<file path="src/rtl/sector_serializer.sv">
// sector_serializer: serialises one 512-byte sector from a cache read port as
// a gated, MSB-first bit stream: preamble zeros, sync byte, data, optional CRC.
// Build option: define SECTOR_CRC_EN to append a 16-bit CRC-CCITT field
// (poly 0x1021, init 0xFFFF) computed over the 512 data bytes.
// Bit cells advance only on bit_tick. Each state names the phase of the bit
// that the next tick will drive.
module sector_serializer #(
  parameter int          PREAMBLE_BITS = 32,
  parameter logic [7:0]  SYNC_BYTE     = 8'h01
) (
  input  logic       clk,
  input  logic       rst,
  input  logic       start,
  input  logic       bit_tick,
  output logic [8:0] mem_addr,
  input  logic [7:0] mem_dout,
  output logic       ser_data,
  output logic       ser_gate,
  output logic       busy,
  output logic       done
);

  localparam logic [2:0] S_IDLE = 3'd0;
  localparam logic [2:0] S_PRE  = 3'd1;
  localparam logic [2:0] S_SYNC = 3'd2;
  localparam logic [2:0] S_DATA = 3'd3;
`ifdef SECTOR_CRC_EN
  localparam logic [2:0] S_CRC  = 3'd4;
`endif
  localparam logic [2:0] S_FIN  = 3'd5;

  localparam logic [12:0] PRE_LAST  = 13'(PREAMBLE_BITS - 1);
  // A value of 4096 in DATA means every data bit has already been driven.
  localparam logic [12:0] DATA_BITS = 13'd4096;
  localparam logic [8:0]  ADDR_LAST = 9'd511;

  logic [2:0]  state_q, state_d;
  logic [12:0] cnt_q, cnt_d;
  logic [7:0]  shreg_q, shreg_d;
  logic [8:0]  addr_q, addr_d;
  logic        ser_data_q, ser_data_d;
  logic        ser_gate_q, ser_gate_d;
  logic        busy_q, busy_d;
  logic        done_q, done_d;
  logic        go_fin;

`ifdef SECTOR_CRC_EN
  localparam logic [12:0] CRC_BITS = 13'd16;
  logic [15:0] crc_q, crc_d;

  // One CRC-CCITT byte step, MSB of the data byte first.
  function automatic logic [15:0] crc_byte(input logic [15:0] c, input logic [7:0] b);
    logic [15:0] r;
    r = c;
    for (int i = 7; i >= 0; i--) begin
      if (r[15] ^ b[i]) r = {r[14:0], 1'b0} ^ 16'h1021;
      else              r = {r[14:0], 1'b0};
    end
    return r;
  endfunction
`endif

  // Next-state logic: frame sequencing, shift register, prefetch address.
  always_comb begin
    state_d    = state_q;
    cnt_d      = cnt_q;
    shreg_d    = shreg_q;
    addr_d     = addr_q;
    ser_data_d = ser_data_q;
    ser_gate_d = ser_gate_q;
    busy_d     = busy_q;
    done_d     = 1'b0;
    go_fin     = 1'b0;
`ifdef SECTOR_CRC_EN
    crc_d      = crc_q;
`endif
    case (state_q)
      S_IDLE: begin
        addr_d     = '0;
        cnt_d      = '0;
        ser_data_d = 1'b0;
        ser_gate_d = 1'b0;
        if (start) begin
          state_d = S_PRE;
          busy_d  = 1'b1;
`ifdef SECTOR_CRC_EN
          crc_d   = 16'hFFFF;
`endif
        end
      end
      S_PRE: begin
        if (bit_tick) begin
          ser_gate_d = 1'b1;
          ser_data_d = 1'b0;
          if (cnt_q == PRE_LAST) begin
            state_d = S_SYNC;
            cnt_d   = '0;
          end else begin
            cnt_d = cnt_q + 13'd1;
          end
        end
      end
      S_SYNC: begin
        if (bit_tick) begin
          ser_gate_d = 1'b1;
          // ~cnt selects bit 7-cnt: MSB first.
          ser_data_d = SYNC_BYTE[~cnt_q[2:0]];
          if (cnt_q[2:0] == 3'd7) begin
            state_d = S_DATA;
            cnt_d   = '0;
          end else begin
            cnt_d = cnt_q + 13'd1;
          end
        end
      end
      S_DATA: begin
        if (bit_tick) begin
          if (cnt_q == DATA_BITS) begin
`ifdef SECTOR_CRC_EN
            ser_gate_d = 1'b1;
            ser_data_d = crc_q[15];
            crc_d      = {crc_q[14:0], 1'b0};
            state_d    = S_CRC;
            cnt_d      = 13'd1;
`else
            go_fin = 1'b1;
`endif
          end else begin
            ser_gate_d = 1'b1;
            cnt_d      = cnt_q + 13'd1;
            if (cnt_q[2:0] == 3'd0) begin
              // Byte boundary: load the prefetched byte and fetch the next.
              ser_data_d = mem_dout[7];
              shreg_d    = {mem_dout[6:0], 1'b0};
              if (addr_q != ADDR_LAST) addr_d = addr_q + 9'd1;
`ifdef SECTOR_CRC_EN
              crc_d      = crc_byte(crc_q, mem_dout);
`endif
            end else begin
              ser_data_d = shreg_q[7];
              shreg_d    = {shreg_q[6:0], 1'b0};
            end
          end
        end
      end
`ifdef SECTOR_CRC_EN
      S_CRC: begin
        if (bit_tick) begin
          if (cnt_q == CRC_BITS) begin
            go_fin = 1'b1;
          end else begin
            ser_data_d = crc_q[15];
            crc_d      = {crc_q[14:0], 1'b0};
            cnt_d      = cnt_q + 13'd1;
          end
        end
      end
`endif
      S_FIN: begin
        state_d = S_IDLE;
      end
      default: begin
        state_d = S_IDLE;
      end
    endcase

    // Tick after the last frame bit: drop the gate and pulse done.
    if (go_fin) begin
      state_d    = S_FIN;
      ser_gate_d = 1'b0;
      ser_data_d = 1'b0;
      done_d     = 1'b1;
      busy_d     = 1'b0;
      addr_d     = '0;
      cnt_d      = '0;
    end
  end

  // State registers; reset abandons any frame in flight.
  always_ff @(posedge clk or posedge rst) begin
    if (rst) begin
      state_q    <= S_IDLE;
      cnt_q      <= '0;
      shreg_q    <= '0;
      addr_q     <= '0;
      ser_data_q <= 1'b0;
      ser_gate_q <= 1'b0;
      busy_q     <= 1'b0;
      done_q     <= 1'b0;
    end else begin
      state_q    <= state_d;
      cnt_q      <= cnt_d;
      shreg_q    <= shreg_d;
      addr_q     <= addr_d;
      ser_data_q <= ser_data_d;
      ser_gate_q <= ser_gate_d;
      busy_q     <= busy_d;
      done_q     <= done_d;
    end
  end

`ifdef SECTOR_CRC_EN
  // Running CRC register.
  always_ff @(posedge clk or posedge rst) begin
    if (rst) crc_q <= '0;
    else     crc_q <= crc_d;
  end
`endif

  assign mem_addr = addr_q;
  assign ser_data = ser_data_q;
  assign ser_gate = ser_gate_q;
  assign busy     = busy_q;
  assign done     = done_q;

endmodule
</file>
<file path="config.mk">
export PLATFORM = sky130hd
export DESIGN_NAME = sector_serializer
export DESIGN_NICKNAME = d
export VERILOG_FILES = /design/src/rtl/sector_serializer.sv
export SDC_FILE = /design/constraint.sdc
export NUM_CORES = 1
export LEC_CHECK = 0
export CAP_MARGIN = 20
export CORE_MARGIN = 4
export CORE_UTILIZATION = 26
export DETAILED_ROUTE_END_ITERATION = 12
export PLACE_DENSITY_LB_ADDON = 0.2
export SLEW_MARGIN = 20
export SYNTH_ARGS = -nofsm -noshare
export SYNTH_HDL_FRONTEND = slang
export SYNTH_SLANG_ARGS = --single-unit
</file>
<file path="constraint.sdc">
create_clock -name clk -period 4.5 [get_ports clk]
set_clock_uncertainty 0.05 [all_clocks]
set_input_delay 0.9 -clock clk [delete_from_list [all_inputs] [get_ports clk]]
set_output_delay 0.9 -clock clk [all_outputs]
set_load 0.02 [all_outputs]
</file>
**Word-level counts from Yosys, hierarchy flattened**

Memories as Yosys holds them, arrays and structs flattened.
Index checks and enable logic that the tools add are counted.

- Bits of input ports: 12
- Register bits: 37
- Memories: 1
- Logic and storage cells: 88
- Bits in read-only memories: 8

- Mux-type cells: 42
- $add $sub $neg: 2
- Bitwise logic cells: 2
- $lt $le $gt $ge: 1
- Reductions and logical operators: 14
- Equality and inequality tests: 18

Memory list:

| name | depth | width | read ports | clocked after memory_dff | write ports | RTL line | text |
|---|---|---|---|---|---|---|---|
| (no name shown) | 8 | 1 | 1 | 0 | 0 | 107 | `ser_data_d = SYNC_BYTE[~cnt_q[2:0]];` |

Operators with widths:

| cell | number |
|---|---|
| $mux W13 | 7 |
| $pmux W13 S4 | 1 |
| $mux W9 | 5 |
| $ne A3 B3 Y1 const B | 9 |
| $mux W1 | 18 |
| $mux W3 | 6 |
| $pmux W9 S2 | 1 |
| $add A13 B1 Y13 const B | 1 |
| $eq A13 B13 Y1 const B | 1 |
| $eq A13 B5 Y1 const B | 1 |
| $pmux W3 S4 | 1 |
| $reduce_and A5 Y1 | 2 |
| $add A9 B1 Y9 const B | 1 |
| $ne A9 B9 Y1 const B | 1 |
| $mux W8 | 1 |
| $eq A3 B2 Y1 const B | 2 |
| $logic_not A3 Y1 | 2 |
| $reduce_and A6 Y1 | 1 |
| $reduce_bool A5 Y1 | 1 |
| $lt A3 B4 Y1 const B | 1 |
| $pmux W1 S4 | 1 |
| $reduce_and A4 Y1 | 1 |
| $reduce_bool A2 Y1 | 2 |
| $reduce_bool A4 Y1 | 1 |
| other kinds (11) | 11 |

**Logic depth before layout (Yosys ltp)**

Gate-level depths: netlist (run 1).

- Depth after elaboration: 7
- Mapped depth: 9
- Mapped depth without buffers: 9

**Worst setup path before layout (run 1)**

No wires, ideal clock.

- Path type: in2reg
- Start point: in bit_tick
- End point: reg addr_q[4], in the netlist mem_addr[4]
- Stages: 5
- Setup slack: 2254 ps
- Data arrival time: 2075 ps
- Cell sequence: buf_4 > nand4b_1 > a211o_1 > a22o_1 > a32o_1

- Longest elaborated chain between the ends: 4
- Elaborated cells between the ends (all ways): 9
- Those cells by class: eq/ne (4); mux (3); reduce/logical (2)

Ends and longest elaborated chain:

| item | RTL line | text |
|---|---|---|
| from (decl) | 14 | `input logic bit_tick,` |
| $mux W1 | 117 | `if (bit_tick) begin` |
| $mux W1 | 77 | `case (state_q)` |
| $ne A3 B3 Y1 (no line) or $reduce_bool A3 Y1 (tied branches) | - |  |
| $reduce_and A5 Y1 (no line) | - |  |
| to (signal assigned) | 194 | `addr_q <= addr_d;` |
| to (decl) | 40 | `logic [8:0] addr_q, addr_d;` |

Parallel ways exist; a longest one is shown, timed or not.
A chain may end at the register's enable or synchronous reset.

**Worst setup path in the final report (run 1)**

- Start point: reg cnt_q[0]
- End point: reg addr_q[0], in the netlist mem_addr[0]

- Longest elaborated chain between the ends: 6
- Elaborated cells between the ends (all ways): 12
- Those cells by class: eq/ne (5); mux (4); reduce/logical (3)

Ends and longest elaborated chain:

| item | RTL line | text |
|---|---|---|
| from (decl) | 38 | `logic [12:0] cnt_q, cnt_d;` |
| from (signal assigned) | 192 | `cnt_q <= cnt_d;` |
| $eq A13 B13 Y1 | 118 | `if (cnt_q == DATA_BITS) begin` |
| $mux W1 | 118 |  |
| $mux W1 | 117 |  |
| $mux W1 | 77 |  |
| $ne A3 B3 Y1 (no line) or $reduce_bool A3 Y1 (tied branches) | - |  |
| $reduce_and A5 Y1 (no line) | - |  |

Parallel ways exist; a longest one is shown, timed or not.

==> reports/summary.json, run 1 <==
{
  "floorplan": {
    "die_area_um2": 9414,
    "io_pins": 25,
    "fp-row-count": 32,
    "floorplan_die_width_um": 97.03,
    "die_h_um": 97.03,
    "design.core.area_um2": 7727,
    "initial_utilization_pct": 26.67
  },
  "worst_setup_path": {
    "timing_worst_setup_path_type": "reg -> reg",
    "worst_setup_path_start_kind": "flop",
    "critPathRequiredTime_ns": 4.66,
    "worstPathArrival_ns": 2.89,
    "timing.critical_path.max_delay_family": "simple AND/OR/NAND/NOR gates",
    "critical-path-max-stage-delay_ns": 0.64,
    "cp_max_fo": 11,
    "cp_cell_sequence": "inv_1, ha_1, nor2b_1, nand4_1, o21ai_0, o21ai_0, mux2i_1",
    "cp_common_cell": "o21ai_0",
    "critical_path_buffer_and_inverter_count": 1,
    "critPathSlowestCell": "o21ai_0",
    "endpoint_kind": "flop"
  },
  "final_layout": {
    "stdcell_count": 358,
    "share_of_layout_cells_above_drive_strength_1_pct": 8.594,
    "multiInputGateArea_um2": 1067,
    "syn_to_final_growth_pct": 20.22,
    "final_nets": 272,
    "filler_cell_count": 817,
    "combined_flip_flop_and_latch_cell_area_um2": 900.9,
    "antenna_cells": 0
  },
  "detailed_routing": {
    "wirelength_um": 4741,
    "antenna_left": 0,
    "met2_length_um": 2092,
    "detail_route.iter0.violations": 63,
    "met3WireLength_um": 137,
    "route.vias.total": 1746,
    "wire_per_inst_um": 13.24,
    "detailed_route_wire_length_on_metal_1_um": 2476,
    "dr.pass1.iters": 4,
    "remaining_drc_errors": 0,
    "topRoutingLayerUsed": "met4",
    "routed_via_density": 4.877
  },
  "grt": {
    "antenna_found_initial": 0,
    "globalRouteOverflowTotal": 0,
    "grt_max_degree": 27,
    "grt_pass1_vias": 1685,
    "grt_util_all_layers_pct": 10.44,
    "grt_first_pass_wirelength_um": 8211
  },
  "outcome": {
    "run_status": "finished clean"
  },
  "clocking": {
    "cts_setup_buffers": 0,
    "clk_path_buf_depth": 2,
    "root_buffer": "clkbuf_8",
    "cts_made_buffers": 5,
    "worst_skew_pair.late_latency_ns": 0.28,
    "htree_levels": 2,
    "worst_setup_hold_path_clk_slew_ns": 0.08,
    "cts_resized": 0,
    "cts_num_sinks": 36,
    "cts-hold-fix-buffers": 0,
    "tritoncts": "built"
  },
  "yosys": {
    "syn_nets": 249,
    "synth_flop_cell": "dfrtp_1",
    "synth-seq-area-share_pct": 43.72,
    "synth.lib_cells_used.distinct": 55,
    "syn-instance-count": 232,
    "yosys-top-cells-count": "41 x nand2_1, 36 x dfrtp_1, 28 x nor2_1",
    "synthTopCellsByArea": "dfrtp_1 44%, nand2_1 7.5%, nor2_1 5.1%, ha_1 3.0%, o21ai_0 2.9%",
    "ys_ff_latch": 36,
    "netlist_area_um2": 2061,
    "synth-edff-count": 0,
    "post-synth-top-count-cell": "nand2_1",
    "synth-async-reset-ratio_pct": 100.0,
    "post-synth-top-area-fraction_pct": 43.72,
    "synthesis.yosys.warnings": 0,
    "postSynthAreaPerCell_um2": 8.882,
    "synthDominantAreaCellType": "dfrtp_1"
  },
  "power_and_ir_drop": {
    "irDropWorstVdd_mv": 0.1498,
    "standby_leakage_power_uw": 0.001024,
    "total_power_consumption_of_the_routed_design_uw": 1241,
    "powerDensity_nw_per_um2": 501.0
  },
  "timing": {
    "worst_hold_slack_ns": 0.4279,
    "layout_min_cycle_time_ns": 2.725,
    "final_hold_viol_count": 0,
    "tightestPinTransition_ns": 0.8517,
    "tns_ns": 0,
    "maximum_clock_frequency_mhz": 366.9,
    "rsz0062_at_grt": "no",
    "timing.max_slew.rel_slack_pct": 43.01,
    "timing_max_transition_violations_final": 0,
    "setup_viol_count_final": 0,
    "final.period_utilization_pct": 60.57
  },
  "placement": {
    "globalplace.congestion": 0.7543,
    "dp_hpwl_um": 3452,
    "dp_cells": 350,
    "port_buffers": 24
  },
  "hold_path": {
    "min-delay-path-class": "reg -> reg"
  },
  "job": {
    "cap_viol_max_count": 0
  }
}
cells in the final DEF, fill, tap and decap left out, types with 4 or more instances in the layout:
cell and instances:
a21oi_1 11, or4_1 4, inv_1 4, dfrtp_1 36
nor2_1 28, a31oi_1 6, clkbuf_8 5, ha_1 5
nor3_1 4, o21ai_0 12, clkdlybuf4s50_1 24, nand2_1 41
nand3_1 11
logic make-up after synthesis:
group	synth area share (%)
AOI/OAI and AO/OA	17.79
and+or+nand+nor	27.69
adders and majority gates	3.036
muxes	2.004
buffers and inverters	4.493
DFF	43.72
xor gates and xnor gates	1.275
report_power, final:
| group | switching (µW) | internal [µW] | total (µW) |
|---|---|---|---|
| Combinational | 261 | 191 | 452 |
| Clock | 117 | 165 | 281 |
| Sequential | 96.5 | 411 | 508 |
| Total | 474 | 767 | 1240 |
flip-flops by register name, indices dropped and copies added, names as in the netlist:
name,cells
cnt_q,13
done,1
busy,1
state_q,3
shreg_q,7
mem_addr,9
ser_gate,1
ser_data,1
area by class of cell:
class / count / area share, %
sequential: 36 / 36.36
timing repair buffer: 26 / 10.30
inverter: 5 / 0.7576
clock inverter: 2 / 1.414
multi-input combinational: 181 / 43.08
clock buffer: 6 / 2.929
tap: 102 / 5.151
tightest hold or removal path: cells and delay by family (launching register included):
kind	cells	cell delay (ns)
AOI/OAI and AO/OA	1	0.05
DFF	1	0.34
and+or+nand+nor	1	0.05
through the flow:
stage / instance area, µm² / setup slack, ns / util [%]
global route: 2477 / 1.397 / 32.06
finish: 2477 / 1.775 / 32.06
floorplan: 2061 / 2.254 / -
global placement: 2370 / 1.566 / 30.67
detailed placement: 2370 / 1.552 / 30.67
CTS: 2477 / 1.705 / 32.06
worst paths after layout:
check | startpoint | end | slack [ns] | cells past startpoint
min in group asynchronous | rst | shreg_q[6] | 0.94 | 2
max in group asynchronous | rst | cnt_q[0] | 2.87 | 3
max reg2reg | cnt_q[0] | mem_addr[0] | 1.77 | 7
min | ser_gate | ser_gate | 0.43 | 2
max | cnt_q[0] | mem_addr[0] | 1.77 | 7
min reg2reg | ser_gate | ser_gate | 0.43 | 2
routing by layer:
layer | vias to the layer above | global-route usage [%]
met1 | 841 | 14.84
met5 | - | 0
met3 | 2 | 2.235
met2 | 25 | 15.98
met4 | 0 | 2.916
li1 | 878 | -
No activity file was read; power rests on OpenSTA's default activity.
==> run 2: changes to the inputs <==
Clock period 4.5 ns to 2.75 ns, I/O delays scaled along.
==> run 2 against run 1 <==
Compared with the run above:
- first-iteration DRC count rose by 83%
- total power grew 72%
- setup slack got worse by 1.3 ns
- clock power increased by 83%
- utilization up 0.99 points
- global-route usage barely moved
- sequential share of layout area shrank 1.1 points
- critical path depth decreased by 1
- flip-flop and latch count unchanged
- highest routed layer unchanged
==> reports/summary.json, run 2 (synthesis results as in run 1) <==
{
  "outcome": {
    "run_status": "finished clean"
  },
  "hold_path": {
    "min-delay-path-class": "reg -> reg",
    "min_from": "ser_gate",
    "min_delay_path_depth": {"value": 2, "change": "unchanged"}
  },
  "final_layout": {
    "stdcell_count": {"value": 364, "change": "+1.7%"},
    "final_nets": {"value": 278, "change": "+2.2%"},
    "max_flop_register": "cnt_q",
    "largest_register_ffs": {"value": 13, "change": "unchanged"},
    "share_of_layout_cells_above_drive_strength_1": {"value": 10.69, "unit": "%", "change": "+2.1 points"},
    "antenna_cells": {"value": 0, "change": "unchanged"},
    "final_core_utilization": {"value": 33.05, "unit": "%", "change": "+0.99 points"},
    "layout_common_cells": "41 x nand2_1, 36 x dfrtp_1, 28 x nor2_1",
    "stdcell_area": {"value": 2554, "unit": "µm²", "change": "+3.1%"},
    "final_common_cell": "nand2_1",
    "syn_to_final_growth_pct": 23.92
  },
  "timing": {
    "setup_viol_count_final": {"value": 0, "change": "unchanged"},
    "final_hold_viol_count": {"value": 0, "change": "unchanged"},
    "rsz0062_at_grt": "no",
    "tightestPinTransition": {"value": 0.4820, "unit": "ns", "change": "-0.3697 ns"},
    "fin_ws": {"value": 0.5228, "unit": "ns", "change": "-1.252 ns"},
    "maximum_clock_frequency": {"value": 449.0, "unit": "MHz", "change": "+22%"},
    "timing.max_slew.rel_slack": {"value": 67.87, "unit": "%", "change": "+25 points"},
    "tns": {"value": 0, "unit": "ns", "change": "unchanged"},
    "final.period_utilization": {"value": 80.99, "unit": "%", "change": "+20 points"},
    "layout_min_cycle_time": {"value": 2.227, "unit": "ns", "change": "-0.4983 ns"},
    "timing_max_transition_violations_final": {"value": 0, "change": "unchanged"}
  },
  "worst_setup_path": {
    "worst_setup_path_start_kind": "flop",
    "r2r_cells": {"value": 6, "change": "-1"},
    "timing.critical_path.max_delay_family": "simple AND/OR/NAND/NOR gates",
    "critical-path-max-stage-delay": {"value": 0.54, "unit": "ns", "change": "-0.10 ns"},
    "timing_worst_setup_path_type": "reg -> reg",
    "critPathSlowestCell": "or4_1",
    "critical_path.startpoint": "cnt_q[0]",
    "endpoint_kind": "flop",
    "critPathRequiredTime": {"value": 2.91, "unit": "ns", "change": "-1.75 ns"},
    "cp_cell_sequence": "ha_1, and4_2, nand4b_1, a21boi_2, or4_1, o21ai_0",
    "worstPathArrival": {"value": 2.38, "unit": "ns", "change": "-0.51 ns"},
    "cp_max_fo": {"value": 9, "change": "-2"},
    "critical_path_buffer_and_inverter_count": {"value": 0, "change": "-1"},
    "cp_num_cells": {"value": 6, "change": "-1"},
    "rr_startpoint": "cnt_q[0]"
  },
  "clocking": {
    "worst_setup_hold_path_clk_slew": {"value": 0.08, "unit": "ns", "change": "about the same"},
    "cts-hold-fix-buffers": {"value": 0, "change": "unchanged"},
    "root_buffer": "clkbuf_8",
    "cts_resized": {"value": 0, "change": "unchanged"},
    "htree_levels": {"value": 2, "change": "unchanged"},
    "clk_path_buf_depth": {"value": 2, "change": "unchanged"},
    "cts_made_buffers": {"value": 5, "change": "unchanged"},
    "worst_skew_pair.late_latency": {"value": 0.29, "unit": "ns", "change": "about the same"},
    "cts_setup_buffers": {"value": 0, "change": "unchanged"},
    "cts_num_sinks": {"value": 36, "change": "unchanged"},
    "tritoncts": "built"
  },
  "detailed_routing": {
    "route.vias.total": {"value": 1780, "change": "+1.9%"},
    "wire_per_inst": {"value": 13.14, "unit": "µm", "change": "-0.76%"},
    "antenna_left": {"value": 0, "change": "unchanged"},
    "detail_route.iter0.violations": {"value": 115, "change": "+83%"},
    "remaining_drc_errors": {"value": 0, "change": "unchanged"},
    "dr.pass1.iters": {"value": 4, "change": "unchanged"},
    "routed_via_density": {"value": 4.890, "change": "+0.27%"},
    "wirelength": {"value": 4784, "unit": "µm", "change": "+0.91%"}
  },
  "grt": {
    "grt_first_pass_wirelength": {"value": 8121, "unit": "µm", "change": "-1.1%"},
    "globalRouteOverflowTotal": {"value": 0, "change": "unchanged"},
    "grt_pass1_vias": {"value": 1712, "change": "+1.6%"},
    "grt_max_degree": {"value": 37, "change": "+37%"},
    "antenna_found_initial": {"value": 0, "change": "unchanged"},
    "grt_util_all_layers": {"value": 10.43, "unit": "%", "change": "-0.018 points"}
  },
  "floorplan": {
    "initial_utilization": {"value": 26.67, "unit": "%", "change": "unchanged"},
    "die_h": {"value": 97.03, "unit": "µm", "change": "unchanged"},
    "fp-row-count": {"value": 32, "change": "unchanged"},
    "floorplan_die_width": {"value": 97.03, "unit": "µm", "change": "unchanged"},
    "io_pins": {"value": 25, "change": "unchanged"},
    "design.core.area": {"value": 7727, "unit": "µm²", "change": "unchanged"},
    "die_area": {"value": 9414, "unit": "µm²", "change": "unchanged"}
  },
  "placement": {
    "dpl-instance-area": {"value": 2427, "unit": "µm²", "change": "+2.4%"},
    "port_buffers": {"value": 24, "change": "unchanged"},
    "dp_cells": {"value": 356, "change": "+1.7%"},
    "dp_hpwl": {"value": 3398, "unit": "µm", "change": "-1.6%"},
    "place_worst_setup_slack": {"value": 0.3260, "unit": "ns", "change": "-1.226 ns"},
    "globalplace.congestion": {"value": 0.8039, "change": "+6.6%"}
  },
  "power_and_ir_drop": {
    "powerDensity": {"value": 837.7, "unit": "nW/µm²", "change": "+67%"},
    "standby_leakage_power": {"value": 0.001069, "unit": "µW", "change": "+4.4%"},
    "irDropWorstVdd": {"value": 0.2929, "unit": "mV", "change": "+95%"}
  },
  "job": {
    "cap_viol_max_count": {"value": 0, "change": "unchanged"}
  }
}
[run 2: cell count changes in the layout (fill, tap and decap cells not counted)]
cell	before	now
clkbuf_8	5	7
clkbuf_1	1	0
buf_4	2	7
inv_2	1	0
buf_12	0	1
clkinv_2	1	0
inv_1	4	5
[run 2: worst reg2reg max path, stage by stage (launching register included)]
cell and delay, ns:
dfrtp_1 0.45, ha_1 0.26, and4_2 0.30, nand4b_1 0.18, a21boi_2 0.17, or4_1 0.55
o21ai_0 0.20
[run 2: power breakdown]
| part | internal (µW) | switching (µW) |
|---|---|---|
| registers | 673 | 165 |
| logic | 350 | 439 |
| clock network | 320 | 193 |
| total | 1340 | 797 |
[run 2: stage by stage]
| stage | power [µW] | hold slack (ns) |
|---|---|---|
| 5_1_grt | 2301 | 0.4931 |
| 3_5_place_dp | 1637 | 0.4247 |
| 4_1_cts | 2163 | 0.4462 |
| 2_1_floorplan | 1375 | 0.4428 |
| 6_report | 2139 | 0.4387 |
| 3_3_place_gp | 1637 | 0.4236 |
[run 2: path summary, 6_finish.rpt]
check,endpoint,slack [ns]
max reg2reg,cnt_q[12],0.52
min,ser_gate,0.44
max,cnt_q[12],0.52
min in group asynchronous,shreg_q[5],0.62
min reg2reg,ser_gate,0.44
max in group asynchronous,done,1.69
[run 2: per-layer routing]
metal	share of wire [%]	up-vias	global-route usage (%)	wire, µm
met5	0	-	0	0
met4	0.40	0	3.024	19
met3	4.0	3	2.523	193
met2	43	38	16.51	2075
met1	52	849	14.11	2496
li1	-	890	-	-
[run 2: final cells by class]
class	instances	area, µm²
Timing Repair Buffer	32	312.8
Inverter	5	18.77
Clock buffer	7	96.34
Multi-Input combinational cell	181	1067
Fill cell	792	5174
Clock inverter	1	30.03
Tap cell	102	127.6
Sequential cell	36	900.9
